--- src/rtl/tdc_tap_decoder.sv ---
// TDC tap decoder: 2-flop tap capture, popcount fine code, edge-arming hit FSM, one-entry timestamp register.
// Hit to ts_valid in 2 cycles; hits that find the register full and not being read are dropped and counted.
module tdc_tap_decoder #(
  parameter int TAPS     = 32,
  parameter int FINE_W   = 6,
  parameter int COARSE_W = 16
) (
  input  logic                       clk,
  input  logic                       rst,
  input  logic                       enable,
  input  logic [TAPS-1:0]            taps,
  output logic [COARSE_W+FINE_W-1:0] ts_data,
  output logic                       ts_valid,
  input  logic                       ts_ready,
  output logic [7:0]                 drop_count
);

  typedef struct packed {
    logic [COARSE_W-1:0] coarse;
    logic [FINE_W-1:0]   fine;
  } ts_t;

  typedef enum logic [1:0] {IDLE, ARMED, WAIT_LOW} state_t;

  logic [TAPS-1:0]     s1, s2;
  logic                s1_vld, s2_vld;
  logic [COARSE_W-1:0] cnt, c2;
  logic [FINE_W-1:0]   fine;
  state_t              state, state_nxt;
  logic                s2_zero, hit, load, drop;
  ts_t                 ts_q;

  // c2 samples the counter one edge after s1 loaded, i.e. the value held right after that edge.
  always_ff @(posedge clk or posedge rst) begin
    if (rst) begin
      s1     <= '0;
      s2     <= '0;
      s1_vld <= 1'b0;
      s2_vld <= 1'b0;
      cnt    <= '0;
      c2     <= '0;
    end else begin
      s1     <= taps;
      s2     <= s1;
      s1_vld <= 1'b1;
      s2_vld <= s1_vld;
      cnt    <= cnt + COARSE_W'(1);
      c2     <= cnt;
    end
  end

  always_comb begin
    fine = '0;
    for (int i = 0; i < TAPS; i++) begin
      fine = fine + FINE_W'(s2[i]);
    end
  end

  // Reset-filled zeros in s1/s2 are not real samples, so they must not arm the detector.
  assign s2_zero = s2_vld && (s2 == '0);

  always_ff @(posedge clk or posedge rst) begin
    if (rst) state <= IDLE;
    else     state <= state_nxt;
  end

  always_comb begin
    state_nxt = state;
    hit       = 1'b0;
    case (state)
      IDLE: begin
        if (enable && s2_zero) state_nxt = ARMED;
      end
      ARMED: begin
        if (!enable) begin
          state_nxt = IDLE;
        end else if (s2[0]) begin
          hit       = 1'b1;
          state_nxt = WAIT_LOW;
        end
      end
      WAIT_LOW: begin
        if (s2_zero) state_nxt = enable ? ARMED : IDLE;
      end
      default: state_nxt = IDLE;
    endcase
  end

  assign load = hit && (!ts_valid || ts_ready);
  assign drop = hit && ts_valid && !ts_ready;

  always_ff @(posedge clk or posedge rst) begin
    if (rst) begin
      ts_q       <= '0;
      ts_valid   <= 1'b0;
      drop_count <= '0;
    end else begin
      if (load) begin
        ts_q.coarse <= c2;
        ts_q.fine   <= fine;
        ts_valid    <= 1'b1;
      end else if (ts_ready) begin
        ts_valid    <= 1'b0;
      end
      if (drop && (drop_count != 8'hFF)) drop_count <= drop_count + 8'd1;
    end
  end

  assign ts_data = ts_q;

endmodule
--- config.mk ---
export PLATFORM = sky130hd
export DESIGN_NAME = tdc_tap_decoder
export DESIGN_NICKNAME = d
export VERILOG_FILES = /design/src/rtl/tdc_tap_decoder.sv
export SDC_FILE = /design/constraint.sdc
export NUM_CORES = 1
export LEC_CHECK = 0
export ABC_AREA = 1
export CAP_MARGIN = 20
export CORE_MARGIN = 2
export CORE_UTILIZATION = 40
export CTS_BUF_LIST = sky130_fd_sc_hd__clkbuf_8
export DETAILED_ROUTE_END_ITERATION = 12
export GPL_TIMING_DRIVEN = 0
export RECOVER_POWER = 50
export SLEW_MARGIN = 25
export SYNTH_ARGS = -nofsm -noshare
export SYNTH_HDL_FRONTEND = slang
export SYNTH_SLANG_ARGS = --single-unit
--- constraint.sdc ---
create_clock -name clk -period 12.65 [get_ports clk]
set_input_delay 2.53 -clock clk [delete_from_list [all_inputs] [get_ports clk]]
set_output_delay 2.53 -clock clk [all_outputs]
set_load 0.005 [all_outputs]
==> results.yml, run 1 <==
outcome:
  status: "complete, no violations"
sta:
  timing.final.crit_share_pct: 38.2
  setup_viol: 0
  drv_slew: 0
  rsz0062_at_grt: "no"
  clock_skew_ns: 0.00991
  finalHoldWorstSlack_ns: 0.349
  slew_headroom_pct: 3.92
  setup_tns_ns: 0
  min_period_ns: 4.83
  fmax_ghz: 0.207
  max_slew.worst_pin.slew_ns: 1.43
  hold_viol_final: 0
placed_design:
  place_inst: 707
  dp.final_hpwl_um: 6910
  gp_congestion: 0.776
  io_buffers: 66
  dpl-instance-area_um2: 6180
power_and_ir_drop:
  internal-power_mw: 0.782
  p_total_mw: 1.11
  p_per_area_nw_per_um2: 168
  power_frac_seq_pct: 39.3
  leakage_nw: 3.23
  p_sw_share_pct: 29.5
  vdd_drop_max_mv: 0.0936
  p_clk_share_pct: 34.2
  combPwrFrac_pct: 26.4
  p_sw_mw: 0.327
clocking:
  postCtsSetupRepairBufs: 0
  numCtsBuffers: 17
  ctsHtreeMaxLevel: 4
  cts_buffer_depth: 2
  cts_tree: "built"
  cts_sinks: 131
  ctsHoldBuffers: 0
  cts_root_buf: "clkbuf_8"
  clk_latency_ns: 0.44
  clk_pin_slew_ns: 0.07
  ctsResizeCount: 0
floorplanning:
  die_w_um: 119
  ios: 67
  floorplan.initialDensity_pct: 41.4
  floorplan.rows: 41
  coreArea_um2: 12700
  dieArea_um2: 14100
  die_h_um: 119
synth:
  syn_area_per_cell_um2: 11.3
  yosysWarnings: 0
  yosysTopAreaCellShare_pct: 62.2
  synth-seq-cells: 131
  synth_cells: 468
  synth_cell_type_count: 27
  synth_area_leaders: "dfrtp_1 (62%), fa_1 (9.1%), nand2_1 (9.0%), inv_1 (4.6%), nor2_1 (3.3%)"
  syn_area_um2: 5270
  synth_nets: 538
  synth_seq_area_share_pct: 62.2
  yosys.area.top_type: "dfrtp_1"
drt:
  antenna_left: 0
  routed_via_density: 4.36
  wire_per_inst_um: 13.0
  drt-initial-drc-count: 113
  postRouteWirelength_um: 9580
  vias: 3224
  drc: 0
  first_pass_iters: 4
worst_setup_path:
  cp_max_fo: 3
  crit_start: "s2[0]"
  r2r-start: "s2[0]"
  arrival_ns: 5.16
  critical_path_class: "flop to flop"
  end_kind: "flop"
  cp-start-kind: "flop"
  crit_required_ns: 12.98
  ff2ff_setup_slack_ns: 7.82
  r2r_cells: 15
cells_and_area:
  final_layout_size_suffix_gt1_share_pct: 7.58
  area_delta_synth_final_pct: 25.0
  final_common_cell: "dfrtp_1"
  final_nets: 624
  instances_no_fill: 739
  layout_common_cells: "dfrtp_1 (131), nand2_1 (127), inv_1 (67)"
  finalInstanceArea_um2: 6590
  diodes: 0
worst_hold_path:
  holdPathStages: 0
  hp-class: "flop to flop"
  min_from: "s1[4]"
global_routing:
  track_usage_pct: 15.7
  grt_pass1_vias: 3492
  grt_pass1_wl_um: 17100
  grt_max_degree: 101
  antenna_found_initial: 0
  grt_overflow: 0
flow_run:
  cap_violations: 0
[metrics by stage]
step	utilization (%)	worst slack, ns
final	51.8	7.82
after global routing	51.8	7.58
after CTS	52.0	7.72
after detailed placement	48.6	7.76
after global placement	48.3	5.00
after floorplan	-	6.62
[final timing paths]
kind                               endpoint
worst max-delay path             ts_data[4]
min in group asynchronous       ts_data[21]
worst max register to register   ts_data[4]
worst min register to register        s2[4]
max in group asynchronous             s2[0]
worst min-delay path                  s2[4]
[synth_stat cells]
cell        n
a21oi_1     5
and3_1      1
buf_4       1
buf_6       3
clkinv_2    1
conb_1      1
dfrtp_1   131
fa_1       24
ha_1       10
inv_1      64
inv_2       1
nand2_1   126
nand2_4     2
nand3_1    12
nand3b_1    2
nand4_1     2
nor2_1     46
nor2_2      2
nor2_4      2
nor2_8      1
nor3_1      4
nor3_4      1
o21ai_0     3
o21ai_2     2
or2_2       1
xnor2_1     9
xor2_1     11
[metal layers]
layer | global-route usage, % | vias to the layer above | share of wire, % | wire [µm]
met3 | 5.89 | 12 | 4.2 | 403
li1 | - | 1572 | - | -
met1 | 19.5 | 1592 | 43 | 4170
met2 | 25.5 | 48 | 51 | 4870
met4 | 5.13 | 0 | 1.5 | 140
met5 | 0 | - | 0 | 0
[cells by family after synthesis]
kind of cell / share of synthesized area (%)
buf+inv: 5.51
flops: 62.2
simple gates: 16.3
compound gates: 1.09
fa+ha+maj: 11.5
xor+xnor: 3.32
other cells: 0.0712
[final cells by class]
class,count,area [µm²]
fillers,1162,6130
flip-flops and latches,131,3280
multi-input cells,267,1680
repair buffers,67,688
clock buffers,20,275
inverters,66,250
well taps,172,215
clock inverters,12,164
plain buffers,4,41.3
[worst max-delay path, stage by stage, from the launching register on]
cell,delay [ns]
dfrtp_1,0.37
inv_1,0.10
fa_1,0.58
fa_1,0.46
fa_1,0.49
fa_1,0.56
fa_1,0.44
fa_1,0.51
inv_1,0.06
ha_1,0.20
fa_1,0.40
nand3_1,0.10
nand2_1,0.06
or2_2,0.27
nand3_1,0.07
nand2_1,0.05
[power by group through the flow]
stage / Sequential [mW] / Clock [mW] / Combinational, mW
6_report: 0.436 / 0.380 / 0.293
5_1_grt: 0.437 / 0.414 / 0.351
4_1_cts: 0.436 / 0.393 / 0.302
3_5_place_dp: 0.444 / 0 / 0.297
3_3_place_gp: 0.444 / 0 / 0.288
2_1_floorplan: 0.442 / 0 / 0.221
[flip-flops by register name, summed over array words and instances, names as in the netlist]
signal,cells
drop_count,8
ts_data,22
s1_vld,1
state,2
s2,32
s2_vld,1
c2,16
ts_valid,1
s1,32
cnt,16
Power figures use the tool's default switching activity.
==> inputs of run 2 (changes only) <==
==> constraint.sdc (replaced) <==
create_clock -name clk -period 4.85 [get_ports clk]
set_input_delay 0.97 -clock clk [delete_from_list [all_inputs] [get_ports clk]]
set_output_delay 0.97 -clock clk [all_outputs]
set_load 0.005 [all_outputs]
==> run 2 against run 1 <==
The flow now finishes with violations (max-capacitance violations, max-slew violations); worst hold slack about the same; die area unchanged; largest cell class unchanged; clock skew about the same; sequential share of layout area decreased by 0.28 points.
==> results.yml, run 2 (synthesized netlist as in run 1, its figures left out) <==
outcome:
  status: "complete, but fails checks"
  failed_checks: "max-capacitance violations, max-slew violations"
worst_setup_path:
  end_kind: "flop"
  arrival_ns: 5.00
  crit_required_ns: 5.18
  cp-start-kind: "flop"
  critical_path_class: "flop to flop"
  cp_max_fo: 2
floorplanning:
  coreArea_um2: 12700
  die_w_um: 119
  floorplan.rows: 41
  die_h_um: 119
  ios: 67
  floorplan.initialDensity_pct: 41.4
  dieArea_um2: 14100
sta:
  setup_tns_ns: 0
  min_period_ns: 4.68
  slew_headroom_pct: -38.4
  timing.final.crit_share_pct: 96.4
  clock_skew_ns: 0.0103
  setup_viol: 0
  max_slew.worst_pin.slew_ns: 2.08
  fin_ws_ns: 0.172
  fmax_ghz: 0.214
  hold_viol_final: 0
  finalHoldWorstSlack_ns: 0.349
  drv_slew: 101
global_routing:
  grt_use_met3_pct: 5.89
  grt_overflow: 0
  grt_max_degree: 101
  grt_pass1_wl_um: 17200
  grt_use_met2_pct: 25.5
  grt_pass1_vias: 3503
  met1_usage_pct: 19.5
  track_usage_pct: 15.7
  grt_most_used_layer: "met2"
  antenna_found_initial: 0
flow_run:
  cap_violations: 1
clocking:
  cts_sinks: 131
  clk_pin_slew_ns: 0.07
  ctsHtreeMaxLevel: 4
  cts_buffer_depth: 2
  cts_tree: "built"
  clk_latency_ns: 0.43
  cts_root_buf: "clkbuf_8"
  numCtsBuffers: 17
worst_hold_path:
  hp-class: "flop to flop"
power_and_ir_drop:
  combPwrFrac_pct: 29.0
  p_clk_share_pct: 33.0
  p_per_area_nw_per_um2: 452
  power_frac_seq_pct: 37.9
  leakage_nw: 3.25
  p_sw_mw: 0.882
  internal-power_mw: 2.11
  p_sw_share_pct: 29.4
  vdd_drop_max_mv: 0.254
drt:
  drc: 0
  postRouteWirelength_um: 9590
  drt-initial-drc-count: 109
  vias: 3249
  antenna_left: 0
  wire_per_inst_um: 12.9
  first_pass_iters: 4
  routed_via_density: 4.37
cells_and_area:
  area_delta_synth_final_pct: 25.8
  diodes: 0
  instances_no_fill: 744
  layout_common_cells: "dfrtp_1 (131), nand2_1 (127), inv_1 (66)"
  final_common_cell: "dfrtp_1"
  final_layout_size_suffix_gt1_share_pct: 9.09
  final_nets: 629
placed_design:
  post-place-ws_ns: -0.0419
  place_inst: 707
  gp_congestion: 0.776
  dp.final_hpwl_um: 6910
  io_buffers: 66
## run 2: cell types whose count changed in the layout (fill, tap and decap cells not counted), sizes merged
cell / before / now
buf: 5 / 10
## run 2: final cells by class
type                            count  area, µm²
Sequential cell                   131       3280
Clock inverter                     12        164
Tap cell                          172        215
Timing Repair Buffer               72        703
Clock buffer                       20        275
Multi-Input combinational cell    267       1700
Inverter                           66        250
Buffer                              4       41.3
Fill cell                        1157       6090
## run 2: power by group through the flow
stage / combinational [mW] / sequential, mW / clock [mW]
after floorplan: 0.577 / 1.15 / 0
after global placement: 0.752 / 1.16 / 0
after detailed placement: 0.774 / 1.16 / 0
after CTS: 0.789 / 1.14 / 1.02
after global routing: 1.03 / 1.14 / 1.08
final: 0.869 / 1.14 / 0.990
## run 2: final timing paths
check                        from           to  slack [ns]  cells after the start
setup / recovery           s2[21]   ts_data[4]        0.17                     15
hold / removal              s1[4]        s2[4]        0.35                      0
setup reg to reg           s2[21]   ts_data[4]        0.17                     15
hold reg to reg             s1[4]        s2[4]        0.35                      0
max in group asynchronous     rst        s2[0]        0.95                      3
min in group asynchronous     rst  ts_data[13]        1.28                      2
## run 2: timing repair
item	in CTS	in global routing
cloned	0	0
pin swaps	1	8
endpoints found under the setup margin	1	1
resized for setup	0	6
hold buffers	0	0
setup buffers	1	4
## run 2: per-stage QoR
| step | cell area (µm²) | total power, mW | util, % |
|---|---|---|---|
| finish | 6630 | 3.00 | 52.1 |
| global route | 6630 | 3.25 | 52.1 |
| CTS | 6630 | 2.95 | 52.1 |
| detailed placement | 6180 | 1.93 | 48.6 |
| global placement | 6150 | 1.91 | 48.3 |
| floorplan | 5270 | 1.73 | - |
## run 2: critical path, stage by stage, from the launching register on
cell and delay (ns):
dfrtp_1 0.41, fa_1 0.55, inv_1 0.05, fa_1 0.46
fa_1 0.50, fa_1 0.55, fa_1 0.44, fa_1 0.56
inv_2 0.05, ha_4 0.16, fa_2 0.35, nand3_1 0.09
nand2_1 0.07, or2_4 0.23, nand3_2 0.05, nand2_1 0.04
## run 2: routing by layer
| layer | vias up | wire (µm) |
|---|---|---|
| li1 | 1581 | - |
| met1 | 1603 | 4130 |
| met4 | 0 | 113 |
| met5 | - | 0 |
| met2 | 54 | 4930 |
| met3 | 11 | 423 |
